## config.mk

```make
export PLATFORM = sky130hd
export DESIGN_NAME = gmem_blitter
export DESIGN_NICKNAME = d
export VERILOG_FILES = /design/src/rtl/gfx_pkg.sv /design/src/rtl/gmem_addr_calc.sv /design/src/rtl/gmem_blitter.sv
export SDC_FILE = /design/constraint.sdc
export NUM_CORES = 1
export LEC_CHECK = 0
export CORE_MARGIN = 10
export CORE_UTILIZATION = 40
export CTS_BUF_LIST = sky130_fd_sc_hd__clkbuf_4 sky130_fd_sc_hd__clkbuf_8
export DETAILED_ROUTE_END_ITERATION = 10
export GPL_TIMING_DRIVEN = 0
export SLEW_MARGIN = 20
export SYNTH_ARGS = -nofsm -noshare
export SYNTH_HDL_FRONTEND = slang
export SYNTH_SLANG_ARGS = --single-unit
```

## constraint.sdc

```tcl
create_clock -name clk -period 6.5 [get_ports clk]
set_input_delay 1.625 -clock clk [delete_from_list [all_inputs] [get_ports clk]]
set_output_delay 1.625 -clock clk [all_outputs]
set_load 0.005 [all_outputs]
```

## src/rtl/gfx_pkg.sv

```systemverilog
// gfx_pkg: framebuffer geometry, blitter command modes and blitter FSM states shared by the display path
package gfx_pkg;
  localparam int FB_WIDTH = 160;
  localparam int FB_HEIGHT = 120;
  localparam int PAGE_SIZE = FB_WIDTH * FB_HEIGHT;
  localparam int ADDR_WIDTH = $clog2(PAGE_SIZE) + 2;
  localparam int SPR_ADDR_WIDTH = 10;
  typedef enum logic [1:0] {MODE_CLEAR, MODE_SET, MODE_SPR_TRANS, MODE_SPR_OPAQUE} mode_e;
  typedef enum logic [2:0] {S_IDLE, S_FETCH, S_WAIT, S_DRAW, S_DONE} state_e;
endpackage

```

## src/rtl/gmem_addr_calc.sv

```systemverilog
// gmem_addr_calc: maps an unwrapped pixel coordinate to a framebuffer address and flags off-screen pixels
//   x     in  9-bit column, y in 8-bit row, page in page select
//   addr  out x + FB_WIDTH*y + page*PAGE_SIZE
//   clip  out coordinate lies outside the visible page
module gmem_addr_calc
  import gfx_pkg::*;
(
  input  logic [8:0]            x,
  input  logic [7:0]            y,
  input  logic                  page,
  output logic [ADDR_WIDTH-1:0] addr,
  output logic                  clip
);
  always_comb begin
    clip = x >= 9'(FB_WIDTH) || y >= 8'(FB_HEIGHT);
    addr = ADDR_WIDTH'(x) + ADDR_WIDTH'(y) * ADDR_WIDTH'(FB_WIDTH) + (page ? ADDR_WIDTH'(PAGE_SIZE) : '0);
  end
endmodule

```

## src/rtl/gmem_blitter.sv

```systemverilog
// gmem_blitter: clipped rectangle fill / sprite blitter writing one pixel per cycle into the 1-bit framebuffer
//   clk, reset (async, active low)
//   cmd_*      command handshake and fields (x, y, w-1, h-1, page, mode, sprite base)
//   spr_addr   sprite ROM address, spr_data returns one cycle later (bit 15 = leftmost)
//   stall      holds the draw counters and suppresses writes
//   fb_*       framebuffer write port; busy/done command status
module gmem_blitter
  import gfx_pkg::*;
(
  input  logic                      clk,
  input  logic                      reset,
  input  logic                      cmd_valid,
  output logic                      cmd_ready,
  input  logic [7:0]                cmd_x,
  input  logic [6:0]                cmd_y,
  input  logic [3:0]                cmd_w,
  input  logic [3:0]                cmd_h,
  input  logic                      cmd_page,
  input  logic [1:0]                cmd_mode,
  input  logic [SPR_ADDR_WIDTH-1:0] cmd_src,
  output logic [SPR_ADDR_WIDTH-1:0] spr_addr,
  input  logic [15:0]               spr_data,
  input  logic                      stall,
  output logic                      fb_wEn,
  output logic [ADDR_WIDTH-1:0]     fb_addr,
  output logic                      fb_data,
  output logic                      busy,
  output logic                      done
);
  state_e state, state_nx;
  mode_e mode;
  logic [7:0] x;
  logic [6:0] y;
  logic [3:0] w, h, row, col;
  logic page;
  logic [SPR_ADDR_WIDTH-1:0] src;
  logic [15:0] bits;
  logic [8:0] px;
  logic [7:0] py;
  logic [ADDR_WIDTH-1:0] addr;
  logic clip, bit_v, step, last_col, last_row;
  gmem_addr_calc u_addr (.x(px), .y(py), .page(page), .addr(addr), .clip(clip));
  always_comb begin
    px = {1'b0, x} + {5'b0, col};
    py = {1'b0, y} + {4'b0, row};
    bit_v = bits[~col];
    step = state == S_DRAW && !stall;
    last_col = col == w;
    last_row = row == h;
    state_nx = state;
    case (state)
      S_IDLE:  state_nx = cmd_valid ? (cmd_mode[1] ? S_FETCH : S_DRAW) : S_IDLE;
      S_FETCH: state_nx = S_WAIT;
      S_WAIT:  state_nx = S_DRAW;
      S_DRAW:  state_nx = step && last_col ? (last_row ? S_DONE : mode[1] ? S_FETCH : S_DRAW) : S_DRAW;
      default: state_nx = S_IDLE;
    endcase
    cmd_ready = state == S_IDLE;
    busy = !cmd_ready;
    done = state == S_DONE;
    spr_addr = state == S_FETCH ? src + SPR_ADDR_WIDTH'(row) : '0;
    fb_addr = state == S_DRAW ? addr : '0;
    fb_data = state == S_DRAW && (mode == MODE_SET || (mode[1] && bit_v));
    // clipped and transparent pixels still spend their cycle, they just don't write
    fb_wEn = step && !clip && !(mode == MODE_SPR_TRANS && !bit_v);
  end
  always_ff @(posedge clk or negedge reset)
    if (!reset) state <= S_IDLE;
    else state <= state_nx;
  always_ff @(posedge clk or negedge reset)
    if (!reset) begin
      {x, y, w, h, row, col, page, src, bits} <= '0;
      mode <= MODE_CLEAR;
    end else if (state == S_IDLE && cmd_valid) begin
      {x, y, w, h, page, src} <= {cmd_x, cmd_y, cmd_w, cmd_h, cmd_page, cmd_src};
      mode <= mode_e'(cmd_mode);
      row <= '0;
      col <= '0;
    end else if (state == S_WAIT) bits <= spr_data;
    else if (step) begin
      col <= last_col ? '0 : col + 1'b1;
      row <= last_col ? row + 1'b1 : row;
    end
endmodule
```

### Word-level counts from Yosys, hierarchy flattened

Index checks and enable logic that the tools add are counted.

| storage, ports and cells | value |
|---|---|
| bits in registers | 63 |
| input port bits | 56 |
| output and inout port bits | 32 |
| word-level logic and storage cells | 73 |

| operators by class | value |
|---|---|
| add/sub/neg operators | 7 |
| $mul | 1 |
| $lt $le $gt $ge | 3 |
| eq/ne operators | 9 |
| muxes and demuxes | 19 |
| bitwise gates (word level) | 2 |
| reductions and logical operators | 21 |

Operators with widths:

| cell | number |
|---|---|
| 4-bit two-way mux | 8 |
| 17-bit adder | 1 |
| 9-bit by 16-bit adder with 17-bit output | 1 |
| 17-bit two-way mux | 1 |
| 15-bit two-way mux | 1 |
| 3-bit one-hot mux with 4 select lines | 1 |
| 8-bit by 3-bit multiplier with 11-bit output, second input constant | 1 |
| 10-bit by 4-bit adder with 10-bit output | 1 |
| 10-bit two-way mux | 1 |
| 8-bit by 4-bit adder with 9-bit output | 1 |
| 9-bit by 8-bit >= comparator with 1-bit output, second input constant | 1 |
| 4-bit by 1-bit adder with 4-bit output, second input constant | 2 |
| 7-bit by 4-bit adder with 8-bit output | 1 |
| 4-bit == test | 2 |
| 8-bit by 7-bit >= comparator with 1-bit output, second input constant | 1 |
| 1-bit logical AND | 8 |
| 3-bit by 2-bit == test with 1-bit output, second input constant | 2 |
| 2-bit two-way mux | 3 |
| 3-bit two-way mux | 2 |
| 1-bit zero test | 5 |
| 4-bit by 5-bit less-than comparator with 1-bit output, second input constant | 1 |
| 1-bit binary-select mux with 4-bit select | 1 |
| 4-bit inverter | 1 |
| 2-bit AND reduction | 2 |
| 11 further kinds | 13 |

### Longest topological paths before layout

| depth | value |
|---|---|
| depth after elaboration | 7 |
| mapped depth | 18 |
| depth with buffers taken out | 18 |

### Hierarchy

Synthesis repeated with hierarchy kept, for this count alone.

| second synthesis, totals | value |
|---|---|
| cells, all modules | 427 |
| area total of the unflattened synthesis | 4393.0 um2 |

By module, submodules not included:

| module | instances | cells an instance | area an instance (um2) | seq. area each (um2) |
|---|---|---|---|---|
| gmem_blitter | 1 | 325 | 3550.9 | 1576.5 |
| gmem_addr_calc | 1 | 102 | 842.1 | 0.0 |

### Least setup slack after synthesis

OpenSTA, ideal clock, no wires.

| timing path | value |
|---|---|
| path kind | register -> output |
| from | reg row[0] |
| to | out fb_addr[15] |
| arrival time | 3.870 ns |
| data required time | 4.875 ns |
| setup slack | 1.005 ns |
| stages on the path, launching flop included | 17 |
| path buffers | 0 |
| path through | dfrtp_1 -> ha_1 -> fa_1 -> nand3_1 -> nand2_1 -> xor2_1 -> and2_1 -> or2_2 -> fa_1 -> inv_1 -> ha_1 -> ha_1 -> o21ai_0 -> o21ai_0 -> nand3_1 -> or4_1 -> nand2_1 |

| between the ends | value |
|---|---|
| longest elaborated chain between the ends | 5 |

Ends and longest elaborated chain:

| item | line | source |
|---|---|---|
| start, declared | gmem_blitter.sv:34 | `logic [3:0] w, h, row, col;` |
| start signal, assigned | gmem_blitter.sv:82 | `row <= last_col ? row + 1'b1 : row;` |
| 7-bit by 4-bit adder with 8-bit output | gmem_blitter.sv:45 | `py = {1'b0, y} + {4'b0, row};` |
| 8-bit by 3-bit multiplier with 11-bit output | gmem_addr_calc.sv:16 | `addr = ADDR_WIDTH'(x) + ADDR_WIDTH'(y) * ADDR_WIDTH'(FB_WIDTH) + (page ? ADDR_WIDTH'(PAGE_SIZE) : '0);` |
| 9-bit by 16-bit adder with 17-bit output | gmem_addr_calc.sv:16 |  |
| 17-bit adder | gmem_addr_calc.sv:16 |  |
| 17-bit two-way mux | gmem_blitter.sv:62 | `fb_addr = state == S_DRAW ? addr : '0;` |
| end, declared | gmem_blitter.sv:25 | `output logic [ADDR_WIDTH-1:0] fb_addr,` |

Every way passes these cells.

### Final worst setup path

| timing path | value |
|---|---|
| from | reg y[0] |
| to | out fb_addr[15] |

| between the ends | value |
|---|---|
| longest elaborated chain between the ends | 5 |

Ends and longest elaborated chain:

| item | line | source |
|---|---|---|
| start, declared | gmem_blitter.sv:33 | `logic [6:0] y;` |
| start signal, assigned | gmem_blitter.sv:75 | `{x, y, w, h, page, src} <= {cmd_x, cmd_y, cmd_w, cmd_h, cmd_page, cmd_src};` |
| 7-bit by 4-bit adder with 8-bit output | gmem_blitter.sv:45 |  |
| 8-bit by 3-bit multiplier with 11-bit output | gmem_addr_calc.sv:16 |  |
| 9-bit by 16-bit adder with 17-bit output | gmem_addr_calc.sv:16 |  |
| 17-bit adder | gmem_addr_calc.sv:16 |  |
| 17-bit two-way mux | gmem_blitter.sv:62 |  |

Every way passes these cells.

==> impl_metrics.toml <==
[run_status]
status = "complete, no violations"

[floorplanning]
die-area_um2 = 15520
initial_utilization = 0.4054
coreArea_um2 = 10790
fp.dieW_um = 124.6
io_pins = 88
fp-row-count = 38
die_y_um = 124.6

[logic_synthesis]
synth_edf_count = 0
yosys.area.top_type = "dfrtp_1"
ys_ff_latch = 63
syn_nets = 576
syn_area_um2 = 4375
syn_area_per_cell_um2 = 9.173
ys_warn_count = 0
yosys-top-cells-area = "dfrtp_1, ha_1, nand2_1"
synthArstFlopShare = 1.000
syn_inst = 477
ys.flop_type = "dfrtp_1"
synth_seq_area_share = 0.3603
synthTopCellsByCount = "nand2_1, dfrtp_1, ha_1, nor2_1, xor2_1"
synth_top_area_share = 0.3603
yosysMostFrequentCell = "nand2_1"
ys_types = 55

[timing]
hold_viol_final = 0
finalSetupViolCount = 0
relSlewSlack = 0.5597
slew_violations = 0
tightest_slew_ns = 0.6576
fin_crit_ns = 6.327
max_clock_freq_ghz = 0.1580
period_share = 0.9734
skew_ns = 0.01003

[critical_path]
crit_arrival_ns = 4.70
r2r_slack_ns = 4.47
crit_chain = "ha_2, fa_2, nand3_1, nand2_2, xor2_1, and2_4, or2_2, fa_2, inv_1, a21o_1, a21oi_2, o21ai_1, xnor2_1, ha_1, ha_1, or4_1, nand2_1, clkdlybuf4s50_1"
crit_slowest_cell = "or4_1"
worst_setup_path_end_kind = "output port"
worstPathRequired_ns = 4.88
path_delay_family = "adder cells"
path_class = "flop to output port"
worst_setup_path_start_kind = "flop"
critPathMaxStageDelay_ns = 0.53
cp_max_fo = 4
critPathBufInv = 2

[pwr]
vdd_drop_max_v = 0.0004485
p_leak_nw = 2.680
power_density_nw_per_um2 = 574.1

[global_routing]
antenna_found_initial = 0
grt_max_degree = 48
track_usage = 0.1423
grt_pass1_vias = 3809
grt_pass1_wl_um = 18590
grt_overflow = 0

[clock_tree]
postCtsHoldBufs = 0
cts-root-buf = "clkbuf_8"
clkTransAtPathRegs_ns = 0.07
clk_path_buf_depth = 2
cts_made_buffers = 9
cts_tree = "done"
htree_levels = 3
clock-sinks = 63
clk_latency_ns = 0.34

[finish]
fin_area_um2 = 5759
post-route-util = 0.5336
area_growth_pct = 31.63
n_antenna_cell = 0
instances_no_fill = 726
finalNetCount = 681
layout-drive-gt1-share = 0.1314

[worst_hold_path]
hold_path.class = "flop to flop"

[detailed_routing]
drtIter0Drc = 131
vias_per_cell = 5.026
wirelength_um = 11100
first_pass_iters = 5
antenna_left = 0
vias = 3649
drcViolationCount = 0
wl_per_cell_um = 15.29

[run]
cap_violations = 0

[placed_design]
place_congestion = 0.8278
placed_area_um2 = 5446
portBuffers = 87
dp_hpwl_um = 8849
place_inst = 705
worst paths after layout:
| path | cells past startpoint | endpoint | from |
|---|---|---|---|
| min | 1 | bits[11]$_DFFE_PN0P_ | bits[11]$_DFFE_PN0P_ |
| max in group asynchronous | 2 | w[2]$_DFFE_PN0P_ | reset |
| min reg2reg | 1 | bits[11]$_DFFE_PN0P_ | bits[11]$_DFFE_PN0P_ |
| max reg2reg | 4 | bits[9]$_DFFE_PN0P_ | state[0]$_DFF_PN0_ |
| min in group asynchronous | 1 | y[1]$_DFFE_PN0P_ | reset |
| max | 18 | fb_addr[15] | y[0]$_DFFE_PN0P_ |
state kept, by name, indices dropped and copies added, names as in the netlist:
register / cells
page: 1
x: 8
row: 4
h: 4
y: 7
mode: 2
src: 10
bits: 16
w: 4
col: 4
state: 3
cell families after synthesis:
family | count (synthesis) | synth area share
simple gates | 205 | 0.2165
compound gates | 71 | 0.1104
flops | 63 | 0.3603
fa+ha+maj | 43 | 0.1333
xor+xnor | 35 | 0.07006
buf+inv | 34 | 0.03403
mux | 26 | 0.07549
what timing repair did:
item                                    CTS  global route
buffers inserted                          2             4
hold endpoints to repair                  0             0
gates resized for setup                   8            15
endpoints found under the setup margin    2             5
cloned                                    0             0
pin swaps                                 2             3
worst register-to-register path: cells and delay by family, from the launching register on:
kind | cells | cell delay, ns
muxes | 1 | 0.36
DFF | 1 | 0.40
and+or+nand+nor | 1 | 0.59
buffers and inverters | 2 | 0.57
power breakdown:
group	switching (mW)	internal, mW
clock network	0.156	0.173
registers	0.150	0.571
logic	1.12	1.14
total	1.42	1.88
metal layers:
layer / track usage / vias up / wire length [um]
met5: 0 / - / 0
li1: - / 1843 / -
met1: 0.1740 / 1724 / 5010
met3: 0.03404 / 11 / 548
met2: 0.2385 / 71 / 5387
met4: 0.04866 / 0 / 156
through the flow:
step,TNS (ns),hold slack (ns),power (mW),setup WS [ns]
after floorplan,0,0.4523,2.122,1.005
after global placement,0,0.4656,2.821,0.1904
after detailed placement,0,0.4777,2.859,0.1700
after CTS,0,0.4943,3.276,0.01320
after global routing,-0.05673,0.5208,3.654,-0.04668
final,0,0.4854,3.306,0.1727
cell type report:
| cell class | instances | area, um^2 |
|---|---|---|
| plain buffers | 17 | 85.08 |
| clock buffers | 9 | 123.9 |
| clock inverters | 6 | 62.56 |
| fillers | 1032 | 5034 |
| inverters | 17 | 63.81 |
| multi-input cells | 380 | 2728 |
| flip-flops and latches | 63 | 1580 |
| well taps | 140 | 175.2 |
| repair buffers | 94 | 940.9 |
cell usage in the layout, fill, tap and decap left out, types with 5 or more instances in the layout:
cell	n
and2_1	5
and3_1	5
o21ai_0	13
a21oi_1	9
xnor2_1	15
inv_1	17
nand3_1	11
buf_4	7
o21ai_1	13
a211oi_1	8
mux2_2	14
a21o_1	8
xor2_1	19
clkdlybuf4s50_1	86
nor2_1	33
buf_2	5
clkbuf_1	10
mux2i_1	6
dfrtp_1	60
ha_1	32
nand2_1	120
clkbuf_8	9
(Power assumes the default switching activity.)
